<file path="src/rtl/wasm_pkg.sv">
// Purpose: shared types and helpers for the WASM load/store path and linear-memory interfaces.
// Latency: n/a (types and pure functions only).
// Backpressure: n/a.
//
// Contents: lsu_kind_t, mem_op_t, mem_size_t, trap_t, bus and memory-management
// request/response structs, and opcode decode helpers.
package wasm_pkg;

    typedef enum logic [1:0] {
        LSU_LOAD  = 2'd0,
        LSU_STORE = 2'd1,
        LSU_SIZE  = 2'd2,
        LSU_GROW  = 2'd3
    } lsu_kind_t;

    typedef enum logic [4:0] {
        OP_I32_LOAD     = 5'd0,
        OP_I64_LOAD     = 5'd1,
        OP_I32_LOAD8_S  = 5'd2,
        OP_I32_LOAD8_U  = 5'd3,
        OP_I32_LOAD16_S = 5'd4,
        OP_I32_LOAD16_U = 5'd5,
        OP_I64_LOAD8_S  = 5'd6,
        OP_I64_LOAD8_U  = 5'd7,
        OP_I64_LOAD16_S = 5'd8,
        OP_I64_LOAD16_U = 5'd9,
        OP_I64_LOAD32_S = 5'd10,
        OP_I64_LOAD32_U = 5'd11,
        OP_I32_STORE    = 5'd12,
        OP_I64_STORE    = 5'd13,
        OP_I32_STORE8   = 5'd14,
        OP_I32_STORE16  = 5'd15,
        OP_I64_STORE8   = 5'd16,
        OP_I64_STORE16  = 5'd17,
        OP_I64_STORE32  = 5'd18
    } mem_op_t;

    // Access size as log2(bytes).
    typedef enum logic [1:0] {
        SZ_1 = 2'd0,
        SZ_2 = 2'd1,
        SZ_4 = 2'd2,
        SZ_8 = 2'd3
    } mem_size_t;

    typedef enum logic [1:0] {
        TRAP_NONE          = 2'd0,
        TRAP_OUT_OF_BOUNDS = 2'd1
    } trap_t;

    typedef struct packed {
        logic        valid;
        logic        write;
        logic [31:0] addr;
        mem_size_t   size;
        logic [63:0] wdata;
    } mem_bus_req_t;

    typedef struct packed {
        logic        ready;
        logic        rvalid;
        logic [63:0] rdata;
        logic        error;
    } mem_bus_resp_t;

    typedef struct packed {
        logic        grow_valid;
        logic [31:0] grow_pages;
        logic        init_valid;
    } mem_mgmt_req_t;

    typedef struct packed {
        logic [31:0] current_pages;
        logic [31:0] grow_result;
        logic        grow_done;
    } mem_mgmt_resp_t;

    function automatic mem_size_t mem_op_size(input mem_op_t op);
        mem_size_t sz;
        sz = SZ_4;
        case (op)
            OP_I32_LOAD8_S, OP_I32_LOAD8_U, OP_I64_LOAD8_S, OP_I64_LOAD8_U,
            OP_I32_STORE8, OP_I64_STORE8:                     sz = SZ_1;
            OP_I32_LOAD16_S, OP_I32_LOAD16_U, OP_I64_LOAD16_S, OP_I64_LOAD16_U,
            OP_I32_STORE16, OP_I64_STORE16:                   sz = SZ_2;
            OP_I64_LOAD, OP_I64_STORE:                        sz = SZ_8;
            default:                                          sz = SZ_4;
        endcase
        return sz;
    endfunction

    function automatic logic mem_op_is_store(input mem_op_t op);
        return (op == OP_I32_STORE)   || (op == OP_I64_STORE)   ||
               (op == OP_I32_STORE8)  || (op == OP_I32_STORE16) ||
               (op == OP_I64_STORE8)  || (op == OP_I64_STORE16) ||
               (op == OP_I64_STORE32);
    endfunction

    // Zero the bytes of a store value that lie above the access size.
    function automatic logic [63:0] store_data_mask(input logic [63:0] w, input mem_size_t sz);
        logic [63:0] m;
        m = w;
        case (sz)
            SZ_1:    m = {56'd0, w[7:0]};
            SZ_2:    m = {48'd0, w[15:0]};
            SZ_4:    m = {32'd0, w[31:0]};
            default: m = w;
        endcase
        return m;
    endfunction

endpackage

</file>
<file path="src/rtl/wasm_lsu.sv">
// Purpose: load/store initiator between the WASM execute stage and linear memory.
// Latency: load with a zero-wait responder: accept at edge 0, request in cycle 1, result in cycle 2.
// Backpressure: one command outstanding; cmd_ready only when idle; result held until res_ready.
//
// Ports: clk/rst_n; cmd_* (valid/ready command: kind, op, base, offset, wdata);
// res_* (valid/ready result: data, trap); mem_req_o/mem_resp_i + mem_op_o (memory bus);
// mem_mgmt_req_o/mem_mgmt_resp_i (memory.grow / memory.size).
module wasm_lsu
    import wasm_pkg::*;
(
    input  logic           clk,
    input  logic           rst_n,
    input  logic           cmd_valid,
    output logic           cmd_ready,
    input  lsu_kind_t      cmd_kind,
    input  mem_op_t        cmd_op,
    input  logic [31:0]    cmd_base,
    input  logic [31:0]    cmd_offset,
    input  logic [63:0]    cmd_wdata,
    output logic           res_valid,
    input  logic           res_ready,
    output logic [63:0]    res_data,
    output trap_t          res_trap,
    output mem_bus_req_t   mem_req_o,
    input  mem_bus_resp_t  mem_resp_i,
    output mem_op_t        mem_op_o,
    output mem_mgmt_req_t  mem_mgmt_req_o,
    input  mem_mgmt_resp_t mem_mgmt_resp_i
);

    typedef enum logic [2:0] {
        S_IDLE      = 3'd0,
        S_REQ       = 3'd1,
        S_WAIT      = 3'd2,
        S_GROW      = 3'd3,
        S_GROW_WAIT = 3'd4,
        S_RESP      = 3'd5
    } lsu_state_t;

    lsu_state_t  state_q, state_d;

    lsu_kind_t   kind_q;
    mem_op_t     op_q;
    logic [31:0] addr_q;
    logic [63:0] wdata_q;
    logic [63:0] res_data_q;
    trap_t       res_trap_q;

    // 33-bit effective address: a carry out means the access wrapped past 4 GiB,
    // which is always out of bounds rather than an alias into low memory.
    logic [32:0] ea;
    assign ea = {1'b0, cmd_base} + {1'b0, cmd_offset};

    always_ff @(posedge clk or negedge rst_n) begin
        if (!rst_n) begin
            state_q <= S_IDLE;
        end else begin
            state_q <= state_d;
        end
    end

    always_comb begin
        state_d        = state_q;
        cmd_ready      = 1'b0;
        res_valid      = 1'b0;
        mem_req_o      = '0;
        mem_mgmt_req_o = '0;
        case (state_q)
            S_IDLE: begin
                cmd_ready = 1'b1;
                if (cmd_valid) begin
                    case (cmd_kind)
                        LSU_LOAD, LSU_STORE: state_d = ea[32] ? S_RESP : S_REQ;
                        LSU_SIZE:            state_d = S_RESP;
                        LSU_GROW:            state_d = S_GROW;
                    endcase
                end
            end
            S_REQ: begin
                mem_req_o.valid = 1'b1;
                mem_req_o.write = (kind_q == LSU_STORE);
                mem_req_o.addr  = addr_q;
                mem_req_o.size  = mem_op_size(op_q);
                mem_req_o.wdata = store_data_mask(wdata_q, mem_op_size(op_q));
                if (mem_resp_i.ready) begin
                    // A combinational responder may answer a load in the accept cycle.
                    if ((kind_q == LSU_STORE) || mem_resp_i.rvalid || mem_resp_i.error) begin
                        state_d = S_RESP;
                    end else begin
                        state_d = S_WAIT;
                    end
                end
            end
            S_WAIT: begin
                if (mem_resp_i.rvalid || mem_resp_i.error) begin
                    state_d = S_RESP;
                end
            end
            S_GROW: begin
                mem_mgmt_req_o.grow_valid = 1'b1;
                mem_mgmt_req_o.grow_pages = wdata_q[31:0];
                state_d                   = S_GROW_WAIT;
            end
            S_GROW_WAIT: begin
                if (mem_mgmt_resp_i.grow_done) begin
                    state_d = S_RESP;
                end
            end
            S_RESP: begin
                res_valid = 1'b1;
                if (res_ready) begin
                    state_d = S_IDLE;
                end
            end
            default: state_d = S_IDLE;
        endcase
    end

    // Command capture and result collection. The result registers are cleared on
    // accept so a trapping command always reports zero data.
    always_ff @(posedge clk or negedge rst_n) begin
        if (!rst_n) begin
            kind_q     <= LSU_LOAD;
            op_q       <= OP_I32_LOAD;
            addr_q     <= '0;
            wdata_q    <= '0;
            res_data_q <= '0;
            res_trap_q <= TRAP_NONE;
        end else begin
            case (state_q)
                S_IDLE: begin
                    if (cmd_valid) begin
                        kind_q     <= cmd_kind;
                        op_q       <= cmd_op;
                        addr_q     <= ea[31:0];
                        wdata_q    <= cmd_wdata;
                        res_data_q <= '0;
                        res_trap_q <= TRAP_NONE;
                        if (cmd_kind == LSU_SIZE) begin
                            res_data_q <= {32'd0, mem_mgmt_resp_i.current_pages};
                        end else if (((cmd_kind == LSU_LOAD) || (cmd_kind == LSU_STORE)) && ea[32]) begin
                            res_trap_q <= TRAP_OUT_OF_BOUNDS;
                        end
                    end
                end
                S_REQ: begin
                    if (mem_resp_i.ready) begin
                        if (mem_resp_i.error) begin
                            res_trap_q <= TRAP_OUT_OF_BOUNDS;
                        end else if ((kind_q == LSU_LOAD) && mem_resp_i.rvalid) begin
                            res_data_q <= mem_resp_i.rdata;
                        end
                    end
                end
                S_WAIT: begin
                    // Error wins over rvalid; its rdata is not meaningful.
                    if (mem_resp_i.error) begin
                        res_trap_q <= TRAP_OUT_OF_BOUNDS;
                    end else if (mem_resp_i.rvalid) begin
                        res_data_q <= mem_resp_i.rdata;
                    end
                end
                S_GROW_WAIT: begin
                    // A failed grow (all ones) is an ordinary result, not a trap.
                    if (mem_mgmt_resp_i.grow_done) begin
                        res_data_q <= {32'd0, mem_mgmt_resp_i.grow_result};
                    end
                end
                default: ;
            endcase
        end
    end

    assign res_data = res_data_q;
    assign res_trap = res_trap_q;
    assign mem_op_o = op_q;

endmodule

</file>
<file path="config.mk">
export PLATFORM = sky130hd
export DESIGN_NAME = wasm_lsu
export DESIGN_NICKNAME = d
export VERILOG_FILES = /design/src/rtl/wasm_pkg.sv /design/src/rtl/wasm_lsu.sv
export SDC_FILE = /design/constraint.sdc
export NUM_CORES = 1
export LEC_CHECK = 0
export CORE_AREA = 2 2 185 187
export CTS_CLUSTER_SIZE = 10
export DETAILED_ROUTE_END_ITERATION = 8
export DIE_AREA = 0 0 187 189
export PLACE_DENSITY = 0.65
export SLEW_MARGIN = 20
export SYNTH_ARGS = -nofsm -noshare
export SYNTH_HDL_FRONTEND = slang
export SYNTH_SLANG_ARGS = --single-unit
</file>
<file path="constraint.sdc">
create_clock -name clk -period 3.3 [get_ports clk]
set_input_delay 0.495 -clock clk [delete_from_list [all_inputs] [get_ports clk]]
set_output_delay 0.495 -clock clk [all_outputs]
set_load 0.02 [all_outputs]
</file>
### Yosys cells after proc, flatten, opt, wreduce, memory -nomap -nowiden

Memories as Yosys holds them, arrays and structs flattened.
Cells that the tools add are included.

| storage, ports and cells | value |
|---|---|
| flip-flop bits (word level) | 172 |
| ROM bits | 128 |
| input port bits | 271 |
| output and inout port bits | 207 |
| logic and storage cells | 77 |
| memories | 2 |

Memory list:

| name | words | bits a word | read ports | clocked after memory_dff | write ports | line | text |
|---|---|---|---|---|---|---|---|
| (name not given) | 32 | 2 | 1 | 0 | 0 | wasm_pkg.sv:81 | `case (op)` |
| (name not given) | 32 | 2 | 1 | 0 | 0 | wasm_pkg.sv:81 |  |

| cells by class | value |
|---|---|
| add/subtract/negate cells | 1 |
| equality and inequality tests | 20 |
| mux-type cells | 30 |
| reduce and logical (&&, ||, !) cells | 17 |

Operator list:

| cell | count |
|---|---|
| $mux 64 | 7 |
| $pmux 64 s4 | 1 |
| $pmux 64 s3 | 1 |
| $mux 100 | 1 |
| $add 32x32->33 | 1 |
| $mux 33 | 1 |
| $mux 32 | 1 |
| $mux 3 | 7 |
| $ne 2x2->1 const B | 9 |
| $pmux 3 s6 | 1 |
| $pmux 3 s3 | 1 |
| $mux 2 | 4 |
| $reduce_and 8->1 | 1 |
| $eq 2x1->1 const B | 3 |
| $eq 2x2->1 const B | 3 |
| $eq 3x2->1 const B | 2 |
| $eq 3x3->1 const B | 2 |
| $logic_not 2->1 | 3 |
| $pmux 2 s3 | 1 |
| $reduce_and 5->1 | 1 |
| $logic_or 1x1->1 | 4 |
| $mux 1 | 4 |
| $reduce_bool 4->1 | 1 |
| $eq 3x1->1 const B | 1 |
| 6 further kinds | 7 |

### Depth between registers and ports, before layout

| logic depth | value |
|---|---|
| depth after elaboration | 7 |
| depth in mapped cells | 10 |
| depth with buffers taken out | 9 |

### Least setup slack after synthesis

Ideal clock, no wire load.

| timing path | value |
|---|---|
| kind | input port to flip-flop |
| start point | input cmd_base[0] |
| end point | register res_trap_q[0] (netlist: res_trap[0]) |
| library setup time | 0.134 ns |
| data arrival time | 2.539 ns |
| required time | 3.166 ns |
| path slack | 0.627 ns |
| cell stages on the path | 9 |
| path buffers | 0 |
| cells stage by stage | ha_1 fa_1 a21o_1 a221oi_1 or4_4 nand3_1 o2111a_1 o21ai_0 o22ai_1 |

| on the way | value |
|---|---|
| cells in the longest elaborated chain, start to end | 6 |

RTL lines:

| what | line | text |
|---|---|---|
| from (decl) | wasm_lsu.sv:17 | `input logic [31:0] cmd_base,` |
| $add 32x32->33 | wasm_lsu.sv:52 | `assign ea = {1'b0, cmd_base} + {1'b0, cmd_offset};` |
| $logic_and 1x1->1 | wasm_lsu.sv:141 | `end else if (((cmd_kind == LSU_LOAD) \|\| (cmd_kind == LSU_STORE)) && ea[32]) begin` |
| $mux 1 | wasm_lsu.sv:141 |  |
| $mux 1 | wasm_lsu.sv:139 | `if (cmd_kind == LSU_SIZE) begin` |
| $mux 2 | wasm_lsu.sv:132 | `if (cmd_valid) begin` |
| $pmux 2 s3 | wasm_lsu.sv:130 | `case (state_q)` |
| to (signal assigned) | wasm_lsu.sv:128 | `res_trap_q <= TRAP_NONE;` |
| to (signal assigned) | wasm_lsu.sv:138 | `res_trap_q <= TRAP_NONE;` |
| to (signal assigned) | wasm_lsu.sv:142 | `res_trap_q <= TRAP_OUT_OF_BOUNDS;` |
| to (decl) | wasm_lsu.sv:47 | `trap_t res_trap_q;` |

Every way passes these cells. The select of a mux whose other input is x is not followed.
A chain may end at the register's enable or synchronous reset.

==> reports/summary.txt <==
die area - 0.0353 mm2
Worst VDD drop - 0.463 mV
CTS tree - yes
gr busiest metal - met2
pre-CTS WS - -0.124 ns
Fin Clk Skew - 0.0137 ns
max frequency - 0.322 GHz
IO Pins - 478
Seq pwr share - 30.4%
fin area - 0.0157 mm2
worst-path maximum fanout - 8
r2r setup slk - 0.81 ns
P_int - 6.48 mW
antenna violations before repair - 6
Critical R2R Launch - state_q[0]
final wirelength - 38.4 mm
Global Route met3 Usage - 4.99%
global route overflow - 0
Slowest cell on crit path - clkdlybuf4s50_1
Filler cells - 3223
status - finished clean
Startpoint Class - register
Pins Over Slew Limit - 0
post-synthesis cell count - 1174
WL/cell - 18.4 um
initial cell density of the core - 29.0%
headroom to the max-slew limit - 40.4%
share of flip-flops with an asynchronous set or reset - 100%
crit share post-route - 94.2%
critical-path cell list - inv_1 > ha_1 > xnor2_1 > nand2_1 > o31ai_4 > a21oi_1 > buf_4 > and2_1 > clkdlybuf4s50_1
Comb pwr share - 52.3%
dpl cell area - 0.0150 mm2
critical path type - register to primary output
Die Ht - 189 um
DR vias/cell - 4.87
Rows - 67
DRT Pass-1 Iters - 7
Finish-stage setup viols - 0
Worst R2R Path Depth - 7
GPL Wtd Cong - 0.884
Residual DRC - 0
clock sink total - 171
Post-Syn Area - 0.00967 mm2
cell taking the most area after synthesis - dfrtp_1
syn avg cell area - 8.23 um2
clk root buf - clkbuf_16
Crit path required time - 2.80 ns
placed insts - 2053
pin count of the biggest net entering global routing - 91
Inserted Clock Buffers - 17
Clk pin slew, worst setup/hold paths - 0.08 ns
yosys warns - 0
Post-Layout Cell Count - 2088
worst-skew pair later-pin latency - 0.43 ns
M2 GR Usage - 37.7%
first-pass GRT wire length - 58.8 mm
Final ANT Viol Nets - 0
most frequent cells in the layout - clkdlybuf4s50_1, nand2_1, dfrtp_1
min Tclk post-route - 3.11 ns
Clock Tree Buf Depth - 2
Vias - 10161
Core ar. - 0.0333 mm2
M1 GR Usage - 24.8%
RSZ-0062 raised after global routing - no
share of post-route cells with drive strength above 1 - 5.62%
commonest non-fill, non-tap cell in the layout - clkdlybuf4s50_1
Primary FF master, synth - dfrtp_1
Final WS setup - 0.190 ns
1st-iter DRT viols - 618
Yosys top cell area share - 44.3%
CTS H-tree depth - 4
Sw Ratio - 43.5%
largest cells by area after synthesis - dfrtp_1, nand2_1, and2_1
Die W - 187 um
gr usage total - 21.3%
number of global-route vias before repair - 10088
CP arrival - 2.61 ns
worst min-delay path class - primary input to async pin
Seq/Total Area, Yosys - 44.3%
reg2reg end - res_data[31]
IO buf count - 475
max_cap viols - 0
Layout area overhead - 62.6%
Synth cell types - 57
Worst-Margin Slew - 0.893 ns
Post-synth EDFFs - 0
fin nets - 1930
leakage - 7.53 nW
crit end category - primary output
Largest stage delay, worst path - 0.67 ns
Final Hold Violating Endpoints - 0
dpl hpwl - 29.3 mm
Clock Power Share - 17.3%
Seq cells post-synth - 171
switching pwr - 4.98 mW
pwr dens - 729 mW/mm2
## worst max path at each step
stage | startpoint | to | slack, ns
global placement | cmd_base[0] | addr_q[30] | -0.06
CTS | mem_op_o[1] | mem_req_o[33] | 0.06
floorplan | cmd_base[0] | res_trap[0] | 0.63
detailed placement | cmd_base[0] | addr_q[30] | -0.12
finish | mem_op_o[1] | mem_req_o[12] | 0.19
global route | mem_op_o[0] | mem_req_o[12] | 0.03
## layout make-up
class,count,area (um2),area share (%)
Antenna cell,3,7.51,0.0478
Clock buffer,18,439,2.79
Clock inverter,13,128,0.812
Inverter,15,56.3,0.358
Multi-Input combinational cell,903,5060,32.2
Sequential cell,171,4280,27.2
Tap cell,448,561,3.57
Timing Repair Buffer,517,5190,33.0
## through the flow
step / setup TNS [ns] / power (mW) / utilization [%] / hold WS, ns
after floorplan: 0 / 6.70 / - / 0.199
after global placement: -0.0560 / 9.42 / 45.2 / 0.450
after detailed placement: -0.138 / 9.54 / 45.2 / 0.454
after CTS: 0 / 11.6 / 47.0 / 0.184
after global routing: 0 / 12.3 / 47.2 / 0.206
final: 0 / 11.5 / 47.2 / 0.156
## cell usage after synthesis (10+ instances only)
master / number
xnor2_1: 10
and3_1: 46
clkbuf_1: 73
inv_1: 15
o21ai_0: 104
nand4_1: 11
dfrtp_1: 171
a222oi_1: 32
a21oi_1: 41
nand2_1: 367
a21o_1: 17
nor3_1: 10
nand3_1: 17
xor2_1: 11
nor2_1: 33
ha_1: 33
and2_1: 91
## power groups by stage
stage	clock, mW	combinational, mW	sequential [mW]
2_1_floorplan	0	2.89	3.81
3_3_place_gp	0	5.93	3.49
3_5_place_dp	0	6.01	3.53
4_1_cts	2.05	6.04	3.49
5_1_grt	2.15	6.54	3.62
6_report	1.99	5.99	3.49
## cell families after synthesis
kind of cell,Yosys count,synth area share (%)
DFF,171,44.3
muxes,5,0.518
AOI/OAI and AO/OA,251,17.1
adders and majority gates,34,4.48
buffers and inverters,101,4.04
other,1,0.0388
and+or+nand+nor,590,27.7
xor gates and xnor gates,21,1.90
## per-layer routing
metal  share of wire, %  vias up  wire, um
met1                 40     4809     15300
met5              0.070        -        27
li1                   -     4926         -
met3                6.2       62      2400
met4                3.4        4      1320
met2                 50      360     19400
## critical path, delay by kind of cell, from the launching register on
| kind | cells | cell delay (ns) |
|---|---|---|
| adders and majority gates | 1 | 0.21 |
| AOI/OAI and AO/OA | 2 | 0.22 |
| buffers and inverters | 3 | 0.95 |
| DFF | 1 | 0.40 |
| xor gates and xnor gates | 1 | 0.12 |
| and+or+nand+nor | 2 | 0.27 |
## state kept, by name, summed over array words and instances, names as in the netlist
register  cells
res_data     64
res_trap      1
kind_q        2
wdata_q      64
mem_op_o      5
state_q       3
addr_q       32
## repair_timing
item | 4_1_cts | 5_1_grt
setup endpoints to repair | 5 | 31
gates resized for setup | 1 | 32
cloned | 0 | 0
hold buffers | 0 | 0
buffers inserted | 1 | 0
pin swaps | 1 | 0
Power figures use the tool's default switching activity.
==> RTL change: new RTL, config.mk and constraints unchanged <==
Reset style: synchronous (`rst_n`), changed in 2 clocked blocks.
--- a/src/rtl/wasm_lsu.sv
+++ b/src/rtl/wasm_lsu.sv
@@ -51,7 +51,7 @@
     logic [32:0] ea;
     assign ea = {1'b0, cmd_base} + {1'b0, cmd_offset};
 
-    always_ff @(posedge clk or negedge rst_n) begin
+    always_ff @(posedge clk) begin
         if (!rst_n) begin
             state_q <= S_IDLE;
         end else begin
@@ -118,7 +118,7 @@
 
     // Command capture and result collection. The result registers are cleared on
     // accept so a trapping command always reports zero data.
-    always_ff @(posedge clk or negedge rst_n) begin
+    always_ff @(posedge clk) begin
         if (!rst_n) begin
             kind_q     <= LSU_LOAD;
             op_q       <= OP_I32_LOAD;
Function: differs if rst_n is asserted again (counterexample within 4 cycles, from zero or initial values and one cycle with rst_n low); with rst_n held inactive, the same outputs for 4 cycles.
==> RTL change against the original RTL <==
Sequential cell count is 2 higher. Die area is the same. Wire length is 7.2% lower. Non-clock buffer count down 13. Area after synthesis fell by 3.6%. Count of clock-buffer cells in the layout increased by 1. Design area down 3.6%. Worst hold slack gained 0.29 ns. Power down 18%. Register-to-register slack got worse by 0.07 ns. Critical path depth down 5. Largest cell class is now multi-input gates. Global-route usage fell by 1.8 points. Core utilization is 1.7 points lower. Setup slack better by 0.12 ns. Critical path type unchanged.
==> RTL change: results (changes against the original RTL) <==
| Metric | Value |
|---|---|
| Vias in the first global route | 9,804 (-2.8%) |
| Worst Setup Slack, final | 0.310 ns (+0.120 ns) |
| Post-synthesis compound-gate area fraction | 0.231 (+0.0608) |
| Critical-path maximum fanout | 42 (+34) |
| DRT Pass-1 Iters | 6 (-1) |
| Lkg Pwr | 0.00557 uW (-26%) |
| First-pass GRT wire length | 54,600 um (-7.1%) |
| Final HPWL DP | 26,700 um (-8.8%) |
| Wirelength per Cell | 17.1 um (-7.2%) |
| Setup crit start | state_q[2] |
| Initial antenna violation count | 2 (-4) |
| Postcts setup bufs | 0 (-1) |
| Worst slew pin tran | 0.830 ns (-0.0636 ns) |
| Resize count post-CTS | 0 (-1) |
| Hold Path Class | flip-flop to flip-flop |
| Drt via density | 4.94 (+1.6%) |
| Post-synthesis adder-cell area fraction | 0.0478 (+0.00302) |
| Sequential area share after synthesis | 0.372 (-0.0710) |
| Mux share of post-synthesis cell area | 0.00564 (+0.000463) |
| Asr flop ratio synth | 0 (-1.00) |
| WHS | 0.447 ns (+0.292 ns) |
| Internal power | 5540 uW (-15%) |
| Primary FF master, synth | dfxtp_1 |
| RePlAce Congestion | 0.901 (+1.8%) |
| Area of the multi-input gates | 5480 um^2 (+8.2%) |
| Status | finished clean |
| Place WS | -0.0637 ns (+0.0599 ns) |
| Yosys cell types | 75 (+32%) |
| VDD IR max | 386 uV (-17%) |
| Worst r2r src | state_q[0] |
| Filler Cell Count | 3,330 (+3.3%) |
| Placed cell areas | 14,600 um^2 (-3.3%) |
| Critical Path End | mem_req_o[26] |
| Gr usage total | 0.194 (-0.0183) |
| Total Nets Final | 1,931 (+0.052%) |
| Clock skew | 0.0100 ns (-0.00361 ns) |
| Largest net degree at the start of global routing | 97 (+6.6%) |
| R2R depth | 8 (+1) |
| Most frequent cells after synthesis | 220 x nand2_1, 173 x dfxtp_1, 148 x a21oi_1 |
| Drt first-iter violations | 609 (-1.5%) |
| Worst R2R Setup Slack | 0.74 ns (-0.07 ns) |
| Synth Area in XOR/XNOR | 0.0188 (-0.000227) |
## RTL change: changes by cell type after synthesis, moves of 32 or more
cell,unedited run,this run
a211oi_1,4,39
a21oi_1,41,148
dfrtp_1,171,0
dfxtp_1,0,173
nand2_1,367,220
nand3_1,17,55
nor2_1,33,65
o21ai_0,104,16
## RTL change: layout make-up
class                      instances  area share
multi-input combinational        915       0.361
timing repair buffer             504       0.330
sequential                       173       0.229
tap                              448      0.0370
clock buffer                      19      0.0292
clock inverter                    13     0.00999
inverter                          14     0.00363
antenna                            2    0.000330
## RTL change: metal layers
| layer | global-route usage | up-vias | wire [um] |
|---|---|---|---|
| met4 | 0.0702 | 0 | 1010 |
| li1 | - | 5074 | - |
| met3 | 0.0517 | 57 | 2780 |
| met5 | 0 | - | 0 |
| met2 | 0.338 | 437 | 17200 |
| met1 | 0.230 | 4754 | 14600 |
## RTL change: worst min path at each step
stage / start / end / cells after the start
2_1_floorplan: addr_q[14] / addr_q[14] / 2
3_3_place_gp: addr_q[5] / addr_q[5] / 2
3_5_place_dp: addr_q[21] / addr_q[21] / 2
4_1_cts: addr_q[21] / addr_q[21] / 2
5_1_grt: res_data[42] / res_data[42] / 2
6_report: addr_q[12] / addr_q[12] / 2
## RTL change: kinds of logic after synthesis
kind of cell | Yosys count
DFF | 173
buffers and inverters | 110
muxes | 5
and+or+nand+nor | 532
adders and majority gates | 35
xor gates and xnor gates | 20
other | 1
AOI/OAI and AO/OA | 321
## RTL change: stage by stage
stage                     setup TNS, ns  power, uW  instances
after floorplan                       0       5550       1198
after global placement           -0.133       7310       2054
after detailed placement         -0.248       7370       2054
after CTS                             0       9540       2086
after global routing                  0      10000       2088
final                                 0       9420       2088
## RTL change: power by group through the flow
stage / Combinational, uW / Sequential [uW] / Clock, uW
6_report: 4470 / 2830 / 2110
5_1_grt: 4880 / 2890 / 2260
4_1_cts: 4530 / 2830 / 2180
3_5_place_dp: 4500 / 2880 / 0
3_3_place_gp: 4460 / 2860 / 0
2_1_floorplan: 2490 / 3060 / 0
## RTL change: critical path: stages (launching register included)
cell and delay [ns]:
dfxtp_1 0.40, nor3b_4 0.31, buf_4 0.46, and3_1 0.25, clkdlybuf4s50_1 0.61
